[config.mk]
export PLATFORM = sky130hd
export DESIGN_NAME = apb_acc_master
export DESIGN_NICKNAME = d
export VERILOG_FILES = /design/src/rtl/apb_acc_pkg.sv /design/src/rtl/apb_timeout_cnt.sv /design/src/rtl/apb_acc_master.sv
export SDC_FILE = /design/constraint.sdc
export NUM_CORES = 1
export LEC_CHECK = 0
export CORE_MARGIN = 3
export CORE_UTILIZATION = 25
export CTS_CLUSTER_SIZE = 28
export DETAILED_ROUTE_END_ITERATION = 7
export HOLD_SLACK_MARGIN = 0.08
export PLACE_DENSITY = 0.59
export RECOVER_POWER = 50
export REMOVE_ABC_BUFFERS = 1
export SLEW_MARGIN = 15
export SYNTH_ARGS = -nofsm -noshare
export SYNTH_HDL_FRONTEND = slang
export SYNTH_SLANG_ARGS = --single-unit
[constraint.sdc]
create_clock -name HCLK -period 2.08 [get_ports HCLK]
set_input_delay 0.416 -clock HCLK [delete_from_list [all_inputs] [get_ports HCLK]]
set_output_delay 0.416 -clock HCLK [all_outputs]
set_load 0.02 [all_outputs]
[src/rtl/apb_acc_pkg.sv]
// Shared state encoding and register map for the APB accelerator master.
package apb_acc_pkg;

  typedef enum logic [1:0] {
    StIdle,
    StSetup,
    StAccess,
    StResp
  } apb_state_e;

  localparam logic [11:0] ACC_IN  = 12'h004;
  localparam logic [11:0] ACC_OUT = 12'h008;
  localparam logic [11:0] CONFIG  = 12'h00C;
  localparam logic [11:0] COUNTER = 12'h010;

  localparam logic [31:0] TIMEOUT_RDATA = 32'hDEAD_DEAD;

endpackage

[src/rtl/apb_timeout_cnt.sv]
// ACCESS wait-state counter with clear, enable and terminal-count flag.
// Only instantiated when APB_TIMEOUT_EN is defined.
module apb_timeout_cnt #(
  parameter int unsigned TermCount = 255
) (
  input  logic clk_i,
  input  logic rst_ni,
  input  logic clr_i,
  input  logic en_i,
  output logic tc_o
);

  localparam int unsigned Width = (TermCount > 1) ? $clog2(TermCount) : 1;

  logic [Width-1:0] count_d, count_q;

  assign tc_o = (count_q == Width'(TermCount - 1));

  always_comb begin
    count_d = count_q;
    if (clr_i) begin
      count_d = '0;
    end else if (en_i && !tc_o) begin
      count_d = count_q + 1'b1;
    end
  end

  always_ff @(posedge clk_i or negedge rst_ni) begin
    if (!rst_ni) begin
      count_q <= '0;
    end else begin
      count_q <= count_d;
    end
  end

endmodule

[src/rtl/apb_acc_master.sv]
// APB initiator: one SETUP/ACCESS transfer per valid/ready request, response held until taken.
// Define APB_TIMEOUT_EN to abort ACCESS after TIMEOUT_CYCLES wait states.
module apb_acc_master
  import apb_acc_pkg::*;
#(
  parameter int unsigned APB_ADDR_WIDTH = 12,
  parameter int unsigned TIMEOUT_CYCLES = 255
) (
  input  logic                      HCLK,
  input  logic                      HRESETn,
  input  logic                      req_valid,
  output logic                      req_ready,
  input  logic [APB_ADDR_WIDTH-1:0] req_addr,
  input  logic                      req_write,
  input  logic [31:0]               req_wdata,
  output logic                      rsp_valid,
  input  logic                      rsp_ready,
  output logic [31:0]               rsp_rdata,
  output logic                      rsp_err,
  output logic                      rsp_timeout,
  output logic                      busy,
  output logic [APB_ADDR_WIDTH-1:0] PADDR,
  output logic [31:0]               PWDATA,
  output logic                      PWRITE,
  output logic                      PSEL,
  output logic                      PENABLE,
  input  logic [31:0]               PRDATA,
  input  logic                      PREADY,
  input  logic                      PSLVERR
);

  apb_state_e state_d, state_q;

  logic [APB_ADDR_WIDTH-1:0] paddr_q;
  logic [31:0]               pwdata_q;
  logic                      pwrite_q;
  logic [31:0]               rsp_rdata_d, rsp_rdata_q;
  logic                      rsp_err_d, rsp_err_q;
  logic                      rsp_timeout_d, rsp_timeout_q;
  logic                      req_hs;
  logic                      rsp_load;
  logic                      cnt_clr;
  logic                      cnt_en;
  logic                      timeout_hit;

`ifdef APB_TIMEOUT_EN
  apb_timeout_cnt #(
    .TermCount(TIMEOUT_CYCLES)
  ) u_timeout_cnt (
    .clk_i (HCLK),
    .rst_ni(HRESETn),
    .clr_i (cnt_clr),
    .en_i  (cnt_en),
    .tc_o  (timeout_hit)
  );
`else
  logic unused_timeout;
  assign timeout_hit    = 1'b0;
  assign unused_timeout = cnt_clr ^ cnt_en ^ (TIMEOUT_CYCLES == 0);
`endif

  // Byte lanes are never used; the address is always word aligned on the bus.
  logic unused_addr_lsb;
  assign unused_addr_lsb = ^req_addr[1:0];

  always_comb begin
    state_d       = state_q;
    req_hs        = 1'b0;
    rsp_load      = 1'b0;
    rsp_rdata_d   = '0;
    rsp_err_d     = 1'b0;
    rsp_timeout_d = 1'b0;
    cnt_clr       = 1'b0;
    cnt_en        = 1'b0;
    unique case (state_q)
      StIdle: begin
        if (req_valid) begin
          req_hs  = 1'b1;
          state_d = StSetup;
        end
      end
      StSetup: begin
        cnt_clr = 1'b1;
        state_d = StAccess;
      end
      StAccess: begin
        // A PREADY arriving on the terminal wait cycle still completes normally.
        if (PREADY) begin
          rsp_load    = 1'b1;
          rsp_rdata_d = pwrite_q ? 32'h0 : PRDATA;
          rsp_err_d   = PSLVERR;
          state_d     = StResp;
        end else if (timeout_hit) begin
          rsp_load      = 1'b1;
          rsp_rdata_d   = TIMEOUT_RDATA;
          rsp_err_d     = 1'b1;
          rsp_timeout_d = 1'b1;
          state_d       = StResp;
        end else begin
          cnt_en = 1'b1;
        end
      end
      StResp: begin
        if (rsp_ready) begin
          state_d = StIdle;
        end
      end
      default: state_d = StIdle;
    endcase
  end

  always_ff @(posedge HCLK or negedge HRESETn) begin
    if (!HRESETn) begin
      state_q       <= StIdle;
      paddr_q       <= '0;
      pwdata_q      <= '0;
      pwrite_q      <= 1'b0;
      rsp_rdata_q   <= '0;
      rsp_err_q     <= 1'b0;
      rsp_timeout_q <= 1'b0;
    end else begin
      state_q <= state_d;
      if (req_hs) begin
        paddr_q  <= {req_addr[APB_ADDR_WIDTH-1:2], 2'b00};
        pwdata_q <= req_wdata;
        pwrite_q <= req_write;
      end
      if (rsp_load) begin
        rsp_rdata_q   <= rsp_rdata_d;
        rsp_err_q     <= rsp_err_d;
        rsp_timeout_q <= rsp_timeout_d;
      end
    end
  end

  // Gating with the reset keeps req_ready low while reset is asserted.
  assign req_ready   = (state_q == StIdle) && HRESETn;
  assign rsp_valid   = (state_q == StResp);
  assign busy        = (state_q != StIdle);
  assign PSEL        = (state_q == StSetup) || (state_q == StAccess);
  assign PENABLE     = (state_q == StAccess);
  assign PADDR       = paddr_q;
  assign PWDATA      = pwdata_q;
  assign PWRITE      = pwrite_q;
  assign rsp_rdata   = rsp_rdata_q;
  assign rsp_err     = rsp_err_q;
  assign rsp_timeout = rsp_timeout_q;

endmodule

# Yosys cells after proc, flatten, opt, wreduce, memory -nomap -nowiden

Index checks and enable logic that the tools add are counted.

Equal/unequal tests: 6
Mux-type cells: 13
Reductions and logical operators: 5

Operator list:

| kind                                                                  | number |
|---|---|
| 32-bit two-way mux                                                    | 3 |
| 2-bit case mux with 4 select lines                                    | 1 |
| 1-bit two-way mux                                                     | 6 |
| 2-bit two-way mux                                                     | 3 |
| 2-bit equality test, second input constant                            | 2 |
| 2-bit by 1-bit != test with 1-bit output, second input constant       | 2 |
| 3-bit AND reduction                                                   | 1 |
| 2-bit by 1-bit equality test with 1-bit output, second input constant | 1 |
| 2-bit zero test                                                       | 1 |
| 2-bit != test, second input constant                                  | 1 |
| 2-bit nonzero test                                                    | 1 |
| 1-bit logical AND                                                     | 1 |
| 1-bit logical OR                                                      | 1 |

Register bits after elaboration: 78
Bits of input ports: 83
Output and inout port bits: 84
Word-level logic and storage cells: 30

# Logic depth before layout (Yosys ltp)

Gate-level depths: netlist of run 1.

Depth in word-level cells: 3
Depth in mapped cells: 7
Mapped depth without buffers: 5

# Worst setup path after synthesis of run 1

No wires, ideal clock.

Kind: register to register
From: register state_q[0]
To: register state_q[1]
Library setup time: 0.128 ns
Arrival time: 1.523 ns
Data required time: 1.952 ns
Setup slack: 0.429 ns
Stages on the path, launching flop included: 5
Path buffers: 0
Period minus slack after synthesis: 1.651 ns
Cells stage by stage: dfrtp_1 -> inv_1 -> ha_1 -> a222oi_1 -> mux2_1

Cells in the longest elaborated chain, start to end: 3
Elaborated cells on any way between the ends: 9
Those cells by class: eq/ne (6); mux (1); reduce/logical (2)

RTL lines:

| element                                            | line                  | RTL |
|---|---|---|
| start: declaration                                 | apb_acc_master.sv:32  | `apb_state_e state_d, state_q;` |
| start signal: assignment                           | apb_acc_master.sv:114 | `state_q <= StIdle;` |
| start signal: assignment                           | apb_acc_master.sv:122 | `state_q <= state_d;` |
| 2-bit equality test (*)                            | --                    |  |
| net PENABLE                                        | apb_acc_master.sv:26  | `output logic PENABLE,` |
| 2-bit by 1-bit != test with 1-bit output (no line) | --                    |  |
| 3-bit AND reduction (no line)                      | --                    |  |

Mark *: on every way through the listed nets, which the timed path passes. The rest lies on a longest branch.
A chain may end at the register's enable or synchronous reset.

# Worst setup path in the final report of run 1

From: register state_q[0]
To: output req_ready

Cells in the longest elaborated chain, start to end: 2

RTL lines:

| element           | line                  | RTL |
|---|---|---|
| 2-bit zero test   | apb_acc_master.sv:137 | `assign req_ready = (state_q == StIdle) && HRESETn;` |
| 1-bit logical AND | apb_acc_master.sv:137 |  |
| end: declaration  | apb_acc_master.sv:12  | `output logic req_ready,` |

No other way between the ends.

==> out/results.ini, run 1 <==
[status]
status = complete, no violations

[final_layout]
final_area_sq_um = 5253
drive_above_1_share_pct = 14.93
num_antenna_cells = 0
layout-area-overhead-vs-synth_pct = 67.52
fin_nets = 504
utilization_pct = 43.37
layout.cells.non_filler = 590

[routing]
antenna_left = 0
drtIter0Drc = 92
drc = 0
vias_per_cell = 4.088
dr.pass1.iters = 4
routed_wirelength_um = 8120
via_count = 2412
post_drt_wl_per_cell_um = 13.76

[floorplan]
start_util_pct = 25.89
die_x_um = 118.0
fp.dieH_um = 118.0
rows = 40
core_sq_um = 12110
die_area_sq_um = 13920
ios = 167

[logic_synthesis]
synth.yosys.seq_area_share_pct = 62.25
synth_area_leaders = dfrtp_1 62%, mux2_2 14%, nand2b_1 6.4%
ys_async_sr_fraction_pct = 100.0
synth-edff-count = 0
yosysUniqueCellTypes = 20
ys_ff_latch = 78
avgSynthCellArea_sq_um = 12.39
synth.largest_area_cell = dfrtp_1
synth_commonest_cells = 78 x dfrtp_1, 40 x mux2_2, 34 x nand2_1, 32 x nand2b_1, 20 x o21ai_0
synth_ff_type = dfrtp_1
synth_top_area_share_pct = 62.25
synthCells = 253
yosysWarnings = 0
synth.most_common_cell = dfrtp_1
synth_area_sq_um = 3136

[clock_tree]
cts_tree = yes
root_buffer = clkbuf_16
clockBufferDepth = 2
cts-buffers-inserted = 9
cts.clk_slew.worst_paths_ns = 0.06
clk_latency_ns = 0.33
htree_num_levels = 3
cts_sinks = 78

[timing]
finalSetupTns_ns = 0
timing_hold_violations_final = 0
worst_slew_pin_slew_ns = 1.162
rsz0062_at_grt = no
max_freq_mhz = 515.0
setup_viol = 0
fin_crit_sh_pct = 93.35
hold_slack_ns = 0.4837
skew_ns = 0.003806
worst_slack_ns = 0.1384
relSlewSlack_pct = 22.51
finalMaxSlewViolations = 0
finalCriticalPeriod_ns = 1.942

[pwr]
power.internal_mw = 5.529
total_power_mw = 8.486
p_switching_mw = 2.957
vdd_drop_max_v = 0.0005879
p_seq_share_pct = 31.0
p_per_area_nw_per_um2 = 1616
power_frac_comb_pct = 48.2
p_leak_nw = 2.235
sw_frac_of_total_pct = 34.85
p_clk_share_pct = 20.7

[grt]
grt_util_all_layers_pct = 12.26
grt_max_degree = 48
grt-ovfl-total = 0
grt_pass1_wl_um = 13560
antenna_found_initial = 0
grt_pass1_vias = 2584

[placement]
postPlaceCellArea_sq_um = 4950
hpwl_um = 6067
dp_cells = 574
port_buffers = 161
dp_slack_ns = 0.1187
place_congestion = 0.7278

[worst_setup_path]
worstSetupStartpointType = register
critPathArrivalTime_ns = 1.53
cp_max_fo = 4
required_ns = 1.66
endpoint_kind = primary output
rrSetupSlack_ns = 0.23
crit_type = reg2out

[min_path]
hp-class = reg2reg

[run]
cap_violations = 0

==> worst paths after layout <==
kind / endpoint / from / depth (start not counted)
max: req_ready / state_q[0] / 4
min: rsp_rdata[25] / rsp_rdata[25] / 2
max reg2reg: PWDATA[31] / state_q[0] / 5
min reg2reg: rsp_rdata[25] / rsp_rdata[25] / 2
max in group asynchronous: state_q[0] / HRESETn / 3
min in group asynchronous: rsp_rdata[17] / HRESETn / 2
==> layer usage <==
layer  up-vias  track usage, %  part of all wire (%)  routed length (um)
met5         -               0                     0                   0
met4         0           5.495                   1.8                 149
met3        11           4.998                   9.5                 770
met2       119           18.94                    45                3644
met1      1122           15.03                    44                3555
li1       1160               -                     -                   -
==> sequential cells by signal (all words and copies together), names as in the netlist <==
register and count:
state_q 2, PWDATA 32, PWRITE 1, PADDR 10, rsp_rdata 32, rsp_err 1
==> placed cells by master (no fill, tap or decap), types with 2 or more instances in the layout <==
cell type	instances
o21ai_0	20
clkbuf_1	2
dlygate4sd2_1	4
clkinv_2	3
buf_4	2
inv_1	4
clkbuf_2	2
o21ai_1	12
nand2_1	34
ha_1	4
conb_1	3
nand2b_1	32
clkbuf_4	2
dfrtp_1	78
mux2_1	5
clkdlybuf4s50_1	156
clkbuf_16	9
bufinv_16	3
mux2_2	40
==> power groups by stage <==
stage | Clock, mW | Sequential [mW] | Combinational [mW]
floorplan | 0 | 3.56 | 1.20
detailed placement | 0 | 2.66 | 4.23
finish | 1.76 | 2.63 | 4.09
global placement | 0 | 2.64 | 4.17
CTS | 1.82 | 2.65 | 4.21
global route | 1.88 | 2.74 | 4.40
==> final cells by class <==
type                       count  area (sq um)
clock buffer                   9         225.2
sequential                    78          1952
inverter                       6         22.52
timing repair buffer         168          1644
clock inverter                 7         112.6
multi-input combinational    154          1086
fill                        1182          6859
tap                          168         210.2
==> critical path: stages, from the launching register on <==
cell and delay (ns):
dfrtp_1 0.39, inv_1 0.12, ha_1 0.22, and2_1 0.14, dlygate4sd2_1 0.33
==> cells by family (layout without fill, tap and decap cells) <==
kind of cell    Yosys count  count (layout)  share of synthesized area, %
mux                      46              46                         16.48
simple gates             68              68                         10.77
buf+inv                  23             190                         3.352
flops                    78              78                         62.25
compound gates           33              33                         5.427
fa+ha+maj                 4               4                         1.596
other cells               1               3                        0.1196
==> repair_timing <==
item	4_1_cts	5_1_grt
endpoints found under the setup margin	4	0
hold buffers	0	0
buffers inserted	0	0
gates resized for setup	4	0
No activity file was read; power rests on OpenSTA's default activity.
==> inputs of run 2 (changes only) <==
Settings changed: RECOVER_POWER 50 to 100.
==> run 2 against run 1 <==
Register-to-register slack about the same. Wire length fell by 0.36%. Flip-flop and latch count is the same. Combinational power fell by 6.8%. First-iteration DRC count is 4.3% lower. Total power fell by 3.7%. Non-clock buffer count is the same. Worst hold slack worse by 0.011 ns. Sequential share of layout area stayed put. Core utilization stayed put. Clock-buffer cell count stayed put. Maximum frequency is 0.27% lower. Critical path type unchanged. Highest routed layer unchanged.
==> out/results.ini, run 2 (synthesis gave the netlist of run 1 again) <==
[floorplan]
die_x_um = 118.0
fp.dieH_um = 118.0
start_util_pct = 25.89
core_sq_um = 12110
ios = 167
die_area_sq_um = 13920
rows = 40

[timing]
finalMaxSlewViolations = 0
relSlewSlack_pct = 22.55
max_freq_mhz = 513.7
worst_slack_ns = 0.1332
rsz0062_at_grt = no
fin_crit_sh_pct = 93.60
skew_ns = 0.003786
finalCriticalPeriod_ns = 1.947
setup_viol = 0
timing_hold_violations_final = 0
worst_slew_pin_slew_ns = 1.162

[routing]
routed_wirelength_um = 8091
via_count = 2415
dr.pass1.iters = 4
post_drt_wl_per_cell_um = 13.71
drtIter0Drc = 88
antenna_left = 0
vias_per_cell = 4.093
drc = 0

[final_layout]
drive_above_1_share_pct = 14.93
num_antenna_cells = 0
fin_nets = 504
fillers = 1182
layout.cells.non_filler = 590
layout-area-overhead-vs-synth_pct = 67.52
utilization_pct = 43.37
regArea_sq_um = 1952
final_cell_mix = 80 x clkdlybuf4s50_1, 78 x dfrtp_1, 76 x dlygate4sd3_1
final_common_cell = clkdlybuf4s50_1
multi_input_area_sq_um = 1086

[placement]
hpwl_um = 6067
dp_slack_ns = 0.1187
port_buffers = 161
dp_cells = 574
place_congestion = 0.7278

[worst_setup_path]
critPathArrivalTime_ns = 1.53
crit_family = buffers and inverters
endpoint_kind = primary output
critPathSlowestCell = dfrtp_1
worstSetupStartpointType = register
required_ns = 1.66
cp_max_fo = 4
worstPathCellList = inv_1, ha_1, and2_0, dlygate4sd2_1
slowest_delay_ns = 0.39
crit_type = reg2out
cp_num_buf_inv = 2

[pwr]
p_leak_nw = 2.307
p_per_area_nw_per_um2 = 1556
vdd_drop_max_v = 0.0005720
total_power_mw = 8.172

[grt]
grt-ovfl-total = 0
grt_pass1_wl_um = 13560
grt_max_degree = 48
grt_pass1_vias = 2584
grt_util_all_layers_pct = 12.26
antenna_found_initial = 0

[status]
status = complete, no violations

[clock_tree]
htree_num_levels = 3
cts_tree = yes
cts-buffers-inserted = 9
cts_sinks = 78
clk_latency_ns = 0.33
cts.clk_slew.worst_paths_ns = 0.06
clockBufferDepth = 2
cts.hold.buffers_added = 0
root_buffer = clkbuf_16

[run]
cap_violations = 0

[min_path]
hp-class = reg2reg

run 2: changes by cell type in the layout (fill, tap and decap cells not counted):
| cell | previous run | this run |
|---|---|---|
| and2_0 | 0 | 1 |
| buf_4 | 2 | 1 |
| clkdlybuf4s50_1 | 156 | 80 |
| o21ai_1 | 12 | 1 |
| and2_1 | 1 | 0 |
| dlygate4sd3_1 | 0 | 76 |
| o21ai_0 | 20 | 31 |
| clkbuf_4 | 2 | 3 |
run 2: cell type report:
type / instances / area share (%)
Multi-Input combinational cell: 154 / 20.68
Clock inverter: 7 / 2.144
Tap cell: 168 / 4.002
Clock buffer: 9 / 4.288
Inverter: 6 / 0.4288
Timing Repair Buffer: 168 / 31.30
Sequential cell: 78 / 37.16
run 2: worst paths after layout:
check,from,endpoint,slack [ns],cells past startpoint
setup / recovery,state_q[0],req_ready,0.13,4
hold / removal,rsp_rdata[25],rsp_rdata[25],0.47,2
setup reg to reg,state_q[0],PWDATA[31],0.22,5
hold reg to reg,rsp_rdata[25],rsp_rdata[25],0.47,2
max in group asynchronous,HRESETn,state_q[0],0.40,3
min in group asynchronous,HRESETn,rsp_rdata[17],0.53,2
run 2: routing by layer:
| metal | up-vias | global-route usage, % | wire length (um) |
|---|---|---|---|
| li1 | 1164 | - | - |
| met1 | 1123 | 15.03 | 3551 |
| met2 | 117 | 18.94 | 3650 |
| met3 | 11 | 4.998 | 740 |
| met4 | 0 | 5.495 | 148 |
| met5 | - | 0 | 0 |
run 2: stage by stage:
step	hold slack, ns	setup TNS, ns	instance area, sq um
2_1_floorplan	0.1204	-1.165	3060
3_3_place_gp	0.4615	0	4950
3_5_place_dp	0.4740	0	4950
4_1_cts	0.2354	0	5283
5_1_grt	0.5021	0	5253
6_report	0.4731	0	5253
run 2: worst register-to-register path, delay by kind of cell, from the launching register on:
| kind | cells | cell delay (ns) |
|---|---|---|
| buffers and inverters | 2 | 0.60 |
| flip-flops | 1 | 0.36 |
| multiplexers | 1 | 0.41 |
| adder cells (fa/ha/maj) | 1 | 0.24 |
| AND/OR/NAND/NOR | 1 | 0.13 |
run 2: power by group:
group	total (mW)	internal [mW]	leakage (nW)	switching, mW
Clock	1.76	1.16	0.165	0.594
Sequential	2.60	2.26	0.948	0.338
Combinational	3.81	1.83	1.19	1.98
Total	8.17	5.26	2.31	2.91
run 2: what timing repair did:
action	4_1_cts	5_1_grt
setup endpoints to repair	4	0
resized for setup	4	0
setup buffers	0	0
